### src/rtl/dkong_wav_rom_sched_if.sv
// Wave-sample ROM scheduler bus: requester side plus the shared ROM port.
// The slave modport is the scheduler; master is the players/ROM side.
interface dkong_wav_rom_sched_if #(
  parameter int NUM_CH = 3,
  parameter int ADDR_W = 19,
  parameter int DATA_W = 8
);
  logic [NUM_CH-1:0]        I_REQ;
  logic [NUM_CH*ADDR_W-1:0] I_ADDR;
  logic [NUM_CH*DATA_W-1:0] O_DATA;
  logic [NUM_CH-1:0]        O_VALID;
  logic [NUM_CH-1:0]        O_OVR;
  logic                     O_ERR;
  logic                     O_ROM_REQ;
  logic [ADDR_W-1:0]        O_ROM_AB;
  logic                     I_ROM_ACK;
  logic [DATA_W-1:0]        I_ROM_DATA;

  modport slave (
    input  I_REQ, I_ADDR, I_ROM_ACK, I_ROM_DATA,
    output O_DATA, O_VALID, O_OVR, O_ERR,
    output O_ROM_REQ, O_ROM_AB
  );

  modport master (
    output I_REQ, I_ADDR, I_ROM_ACK, I_ROM_DATA,
    input  O_DATA, O_VALID, O_OVR, O_ERR,
    input  O_ROM_REQ, O_ROM_AB
  );
endinterface

### src/rtl/dkong_wav_rom_sched.sv
// Shares one wave ROM read port between NUM_CH sample requesters.
// DKWAV_FIXED_PRIO_EN selects fixed priority instead of round-robin.
module dkong_wav_rom_sched #(
  parameter int NUM_CH  = 3,
  parameter int ADDR_W  = 19,
  parameter int DATA_W  = 8,
  parameter int ACK_TMO = 255
) (
  input logic I_CLK,
  input logic I_RST,
  dkong_wav_rom_sched_if.slave bus
);
  localparam int CH_W = (NUM_CH > 2) ? $clog2(NUM_CH) : 1;
  localparam logic [7:0] TMO_LAST = 8'(ACK_TMO - 1);
  localparam logic [CH_W-1:0] CH_LAST = CH_W'(NUM_CH - 1);

  typedef enum logic {S_IDLE, S_WAIT} state_t;

  state_t                   state_q, state_d;
  logic [NUM_CH-1:0]        pend_q, pend_d;
  logic [NUM_CH*ADDR_W-1:0] addr_q, addr_d;
  logic [NUM_CH*DATA_W-1:0] data_q, data_d;
  logic [NUM_CH-1:0]        valid_q, valid_d;
  logic [NUM_CH-1:0]        ovr_q, ovr_d;
  logic                     err_q, err_d;
  logic                     rreq_q, rreq_d;
  logic [ADDR_W-1:0]        ab_q, ab_d;
  logic [CH_W-1:0]          gnt_q, gnt_d;
  logic [CH_W-1:0]          rr_q, rr_d;
  logic [7:0]               tmo_q, tmo_d;

  logic            sel_vld;
  logic [CH_W-1:0] sel;
  logic [CH_W-1:0] rr_nxt;
  logic            grant;

`ifdef DKWAV_FIXED_PRIO_EN
  // Lowest pending index wins; the pointer never moves.
  always_comb begin
    sel_vld = 1'b0;
    sel     = '0;
    for (int k = NUM_CH - 1; k >= 0; k--) begin
      if (pend_q[k]) begin
        sel_vld = 1'b1;
        sel     = CH_W'(k);
      end
    end
  end

  assign rr_nxt = '0;
`else
  // Scan downward so the nearest channel at/after rr is chosen last.
  always_comb begin
    int idx;
    sel_vld = 1'b0;
    sel     = '0;
    idx     = 0;
    for (int k = NUM_CH - 1; k >= 0; k--) begin
      idx = int'(rr_q) + k;
      if (idx >= NUM_CH) idx = idx - NUM_CH;
      if (pend_q[idx]) begin
        sel_vld = 1'b1;
        sel     = CH_W'(idx);
      end
    end
  end

  assign rr_nxt = (gnt_q == CH_LAST) ? '0 : gnt_q + 1'b1;
`endif

  always_comb begin
    state_d = state_q;
    pend_d  = pend_q;
    addr_d  = addr_q;
    data_d  = data_q;
    valid_d = '0;
    ovr_d   = '0;
    err_d   = 1'b0;
    rreq_d  = rreq_q;
    ab_d    = ab_q;
    gnt_d   = gnt_q;
    rr_d    = rr_q;
    tmo_d   = tmo_q;
    grant   = 1'b0;

    unique case (state_q)
      S_IDLE: begin
        if (sel_vld) begin
          grant       = 1'b1;
          rreq_d      = 1'b1;
          ab_d        = addr_q[int'(sel)*ADDR_W +: ADDR_W];
          pend_d[sel] = 1'b0;
          tmo_d       = '0;
          gnt_d       = sel;
          state_d     = S_WAIT;
        end
      end
      S_WAIT: begin
        if (bus.I_ROM_ACK) begin
          rreq_d         = 1'b0;
          valid_d[gnt_q] = 1'b1;
          rr_d           = rr_nxt;
          state_d        = S_IDLE;
          data_d[int'(gnt_q)*DATA_W +: DATA_W] = bus.I_ROM_DATA;
        end else if (tmo_q == TMO_LAST) begin
          rreq_d  = 1'b0;
          err_d   = 1'b1;
          rr_d    = rr_nxt;
          state_d = S_IDLE;
        end else begin
          tmo_d = tmo_q + 8'd1;
        end
      end
      default: state_d = S_IDLE;
    endcase

    // A request being granted this edge is not an overrun.
    for (int i = 0; i < NUM_CH; i++) begin
      if (bus.I_REQ[i]) begin
        ovr_d[i]  = pend_q[i] & ~(grant & (sel == CH_W'(i)));
        pend_d[i] = 1'b1;
        addr_d[i*ADDR_W +: ADDR_W] = bus.I_ADDR[i*ADDR_W +: ADDR_W];
      end
    end
  end

  always_ff @(posedge I_CLK or posedge I_RST) begin
    if (I_RST) begin
      state_q <= S_IDLE;
      pend_q  <= '0;
      addr_q  <= '0;
      data_q  <= '0;
      valid_q <= '0;
      ovr_q   <= '0;
      err_q   <= 1'b0;
      rreq_q  <= 1'b0;
      ab_q    <= '0;
      gnt_q   <= '0;
      rr_q    <= '0;
      tmo_q   <= '0;
    end else begin
      state_q <= state_d;
      pend_q  <= pend_d;
      addr_q  <= addr_d;
      data_q  <= data_d;
      valid_q <= valid_d;
      ovr_q   <= ovr_d;
      err_q   <= err_d;
      rreq_q  <= rreq_d;
      ab_q    <= ab_d;
      gnt_q   <= gnt_d;
      rr_q    <= rr_d;
      tmo_q   <= tmo_d;
    end
  end

  assign bus.O_DATA    = data_q;
  assign bus.O_VALID   = valid_q;
  assign bus.O_OVR     = ovr_q;
  assign bus.O_ERR     = err_q;
  assign bus.O_ROM_REQ = rreq_q;
  assign bus.O_ROM_AB  = ab_q;
endmodule
### src/flat_wrapper.sv
// flat-port wrapper written by rule: the top's interface ports become plain ports
module dkong_wav_rom_sched_flat 
#(
  parameter int NUM_CH  = 3,
  parameter int ADDR_W  = 19,
  parameter int DATA_W  = 8,
  parameter int ACK_TMO = 255
)
  (I_CLK, I_RST, bus_I_REQ, bus_I_ADDR, bus_I_ROM_ACK, bus_I_ROM_DATA, bus_O_DATA, bus_O_VALID, bus_O_OVR, bus_O_ERR, bus_O_ROM_REQ, bus_O_ROM_AB);
  dkong_wav_rom_sched_if #(.NUM_CH(NUM_CH), .ADDR_W(ADDR_W), .DATA_W(DATA_W)) bus_i ();
  input logic I_CLK;
  input logic I_RST;
  input wire logic [$bits(bus_i.I_REQ)-1:0] bus_I_REQ;
  input wire logic [$bits(bus_i.I_ADDR)-1:0] bus_I_ADDR;
  input wire logic [$bits(bus_i.I_ROM_ACK)-1:0] bus_I_ROM_ACK;
  input wire logic [$bits(bus_i.I_ROM_DATA)-1:0] bus_I_ROM_DATA;
  output wire logic [$bits(bus_i.O_DATA)-1:0] bus_O_DATA;
  output wire logic [$bits(bus_i.O_VALID)-1:0] bus_O_VALID;
  output wire logic [$bits(bus_i.O_OVR)-1:0] bus_O_OVR;
  output wire logic [$bits(bus_i.O_ERR)-1:0] bus_O_ERR;
  output wire logic [$bits(bus_i.O_ROM_REQ)-1:0] bus_O_ROM_REQ;
  output wire logic [$bits(bus_i.O_ROM_AB)-1:0] bus_O_ROM_AB;
  assign bus_i.I_REQ = bus_I_REQ;
  assign bus_i.I_ADDR = bus_I_ADDR;
  assign bus_i.I_ROM_ACK = bus_I_ROM_ACK;
  assign bus_i.I_ROM_DATA = bus_I_ROM_DATA;
  assign bus_O_DATA = bus_i.O_DATA;
  assign bus_O_VALID = bus_i.O_VALID;
  assign bus_O_OVR = bus_i.O_OVR;
  assign bus_O_ERR = bus_i.O_ERR;
  assign bus_O_ROM_REQ = bus_i.O_ROM_REQ;
  assign bus_O_ROM_AB = bus_i.O_ROM_AB;
  dkong_wav_rom_sched #(.NUM_CH(NUM_CH), .ADDR_W(ADDR_W), .DATA_W(DATA_W), .ACK_TMO(ACK_TMO)) u_core (.I_CLK(I_CLK), .I_RST(I_RST), .bus(bus_i));
endmodule
### config.mk
export PLATFORM = sky130hd
export DESIGN_NAME = dkong_wav_rom_sched_flat
export DESIGN_NICKNAME = d
export VERILOG_FILES = /design/src/rtl/dkong_wav_rom_sched_if.sv /design/src/rtl/dkong_wav_rom_sched.sv /design/src/flat_wrapper.sv
export SDC_FILE = /design/constraint.sdc
export NUM_CORES = 1
export LEC_CHECK = 0
export BUFFER_PORTS_ARGS = -buffer_cell sky130_fd_sc_hd__buf_2
export CAP_MARGIN = 0
export CORE_ASPECT_RATIO = 0.9
export CORE_MARGIN = 2
export CORE_UTILIZATION = 58
export DETAILED_ROUTE_END_ITERATION = 12
export PLACE_DENSITY_LB_ADDON = 0.2
export SYNTH_ARGS = -nofsm -noshare
export SYNTH_HDL_FRONTEND = slang
export SYNTH_SLANG_ARGS = --single-unit
export TNS_END_PERCENT = 50
### constraint.sdc
create_clock -name I_CLK -period 12 [get_ports I_CLK]
set_input_delay 2.4 -clock I_CLK [delete_from_list [all_inputs] [get_ports I_CLK]]
set_output_delay 2.4 -clock I_CLK [all_outputs]
set_load 0.005 [all_outputs]
==> reports/results.ini <==
[clocking]
cts.clk_slew.worst_paths_ps = 60
cts_hold_buffers = 0
cts_buffer_depth = 2
clk-insertion-delay-late_ps = 520
cts_buffers = 17
cts_sinks = 124
tritoncts = built
cts_root_buffer = clkbuf_8
cts_setup_buffers = 0
cts-resized-gates = 0
htree_levels = 4

[floorplan]
dieArea_um2 = 10100
die_w_um = 105
ios = 122
design.core.area_um2 = 9040
row_count = 33
dieHeight_um = 95.3
start_util_pct = 59.4

[pwr]
fin_total_pwr_mw = 1.69
leakagePower_nw = 3.24
p_per_area_nw_per_um2 = 255
switching_power_mw = 0.610
pwr-share-clk_pct = 28.5
ir_worst_vdd_mv = 0.147
sequentialPowerShare_pct = 35.6
p_int_mw = 1.08
pwr-share-comb_pct = 35.9
p_sw_share_pct = 36.1

[layout]
nets = 603
drive_gt1_share_pct = 43.9
final_area_um2 = 6620
n_antenna_cell = 0
syn_to_final_growth_pct = 23.2

[critical_path]
cp_slowest_stage_delay_ps = 400
crit_chain = buf_2
cp.arrival_ps = 1040
cp_num_buf_inv = 1
critPathRequiredTime_ps = 9600
regToRegEndpoint = u_core.bus.O_ROM_AB[9]$_DFFE_PP0P_
crit_slowest_cell = dfrtp_1
rr_worst_depth = 7
critPathCaptureType = primary output
start_kind = register
cp_max_fo = 2
worstSetupPathType = reg2out
rr_startpoint = u_core.rr_q[0]$_DFFE_PP0P_
rrSetupSlack_ps = 8960
crit_family = flip-flops

[sta]
slew_headroom_pct = 24.3
period_share_pct = 28.7
drv_slew = 0
whs_ps = 481
hold_viol = 0
rsz0062_at_grt = false
fmax_mhz = 290
finalSetupViolCount = 0
min_period_ps = 3440
worst_pin_slew_ps = 1140
final.setup_skew_ps = 11.9
fin_tns_setup_ps = 0

[global_route]
grt-ovfl-total = 0
grt_usage_pct = 25.2
grt_first_pass_wirelength_um = 19400
antenna_found_initial = 0
grt_max_degree = 92
grt_pass1_vias = 3866

[synthesis]
synth_top_area_share_pct = 57.7
yosys.area.top_type = dfrtp_1
ys_seq_area_share_pct = 57.7
synth-async-reset-ratio_pct = 100
netlist_instances = 399
synth_area_leaders = dfrtp_1, mux2_2, a22o_1, mux2i_1, ha_1
synth.most_common_cell = dfrtp_1
yosys-top-cells-count = dfrtp_1, mux2_2, a22o_1, nand2_1, nand3_1
synth_edf_count = 0
ys_warn_count = 0
syn-num-nets = 480
synth_seq_cells = 124
ys_types = 40
avgSynthCellArea_um2 = 13.5
synth_area_um2 = 5370
synth-main-ff-cell = dfrtp_1

[detailed_routing]
drt_first_iter_violations = 175
finalWirelength_um = 12000
drc = 0
drt_pass1_iterations = 4
viasPerCell = 5.66
vias = 3719
wl_per_cell_um = 18.3
antenna_left = 0

[hold_path]
whs_path_depth = 1
hold_path_class = reg2reg
hold_path.startpoint = u_core.bus.O_ROM_REQ$_DFFE_PP0P_
min_to = u_core.bus.O_ROM_REQ$_DFFE_PP0P_

[placement]
portBuffers = 121
placed_area_um2 = 6060
hpwl_um = 7450
gp_congestion = 0.827

[run_status]
status = finished clean

[run]
drv_cap = 0

## cell families after synthesis
kind of cell               count (synthesis)  share of synthesized area, %
DFF                                      124                          57.7
and+or+nand+nor                           84                          9.15
muxes                                     79                          16.1
AOI/OAI and AO/OA                         67                          11.1
buffers and inverters                     31                          2.93
adders and majority gates                 10                          2.33
xor gates and xnor gates                   4                         0.652
## cells in the final DEF (no fill, tap or decap), types with 11 or more instances in the layout
| cell | n |
|---|---|
| inv_1 | 11 |
| clkbuf_16 | 16 |
| mux2i_1 | 20 |
| a22o_1 | 24 |
| nand2_1 | 24 |
| mux2_2 | 57 |
| dfrtp_1 | 124 |
| buf_2 | 121 |
| nand3_1 | 24 |
## through the flow
| step | worst slack, ps | instances | utilization [%] |
|---|---|---|---|
| floorplan | 6300 | 399 | - |
| global placement | 8080 | 625 | 67.0 |
| detailed placement | 8050 | 625 | 67.0 |
| CTS | 8540 | 657 | 73.2 |
| global route | 8350 | 657 | 73.2 |
| finish | 8560 | 657 | 73.2 |
## power groups by stage
stage / clock network (mW) / logic (mW) / registers, mW
after detailed placement: 0 / 0.602 / 0.604
after global placement: 0 / 0.581 / 0.604
after global routing: 0.508 / 0.666 / 0.614
final: 0.482 / 0.606 / 0.602
after floorplan: 0 / 0.438 / 0.591
after CTS: 0.486 / 0.610 / 0.601
## area by class of cell
class                           count  area, um^2
Sequential cell                   124        3100
Fill cell                         626        2420
Multi-Input combinational cell    244        2140
Timing Repair Buffer              122         613
Clock buffer                       18         418
Tap cell                          122         153
Clock inverter                     14         146
Inverter                           13        51.3
## registers in the layout (all words and copies together) (netlist names)
signal,count
u_core.bus.O_VALID,3
u_core.tmo_q,8
u_core.bus.O_ROM_REQ,1
u_core.addr_q,57
u_core.state_q,1
u_core.bus.O_OVR,3
u_core.bus.O_ROM_AB,19
u_core.pend_q,3
u_core.rr_q,2
u_core.bus.O_ERR,1
u_core.gnt_q,2
u_core.bus.O_DATA,24
## per-layer routing
layer	track usage (%)	routed length [um]	up-vias
met1	34.0	5390	1888
met3	6.02	669	9
met2	40.5	5900	129
li1	-	-	1693
met4	8.22	88	0
met5	0	0	-
## worst max path at each step
stage                                        start                             to  slack, ps  cells past startpoint
6_report       u_core.bus.O_ROM_AB[15]$_DFFE_PP0P_               bus_O_ROM_AB[15]       8560                      1
3_5_place_dp                                 I_RST   u_core.addr_q[1]$_DFFE_PP0P_       8050                      3
3_3_place_gp                                 I_RST   u_core.addr_q[1]$_DFFE_PP0P_       8080                      3
5_1_grt                                      I_RST  u_core.addr_q[24]$_DFFE_PP0P_       8350                      3
4_1_cts           u_core.bus.O_DATA[7]$_DFFE_PP0P_                  bus_O_DATA[7]       8540                      1
2_1_floorplan                                I_RST   u_core.addr_q[0]$_DFFE_PP0P_       6300                      1
Note: power is estimated with default switching activity, not from simulation.
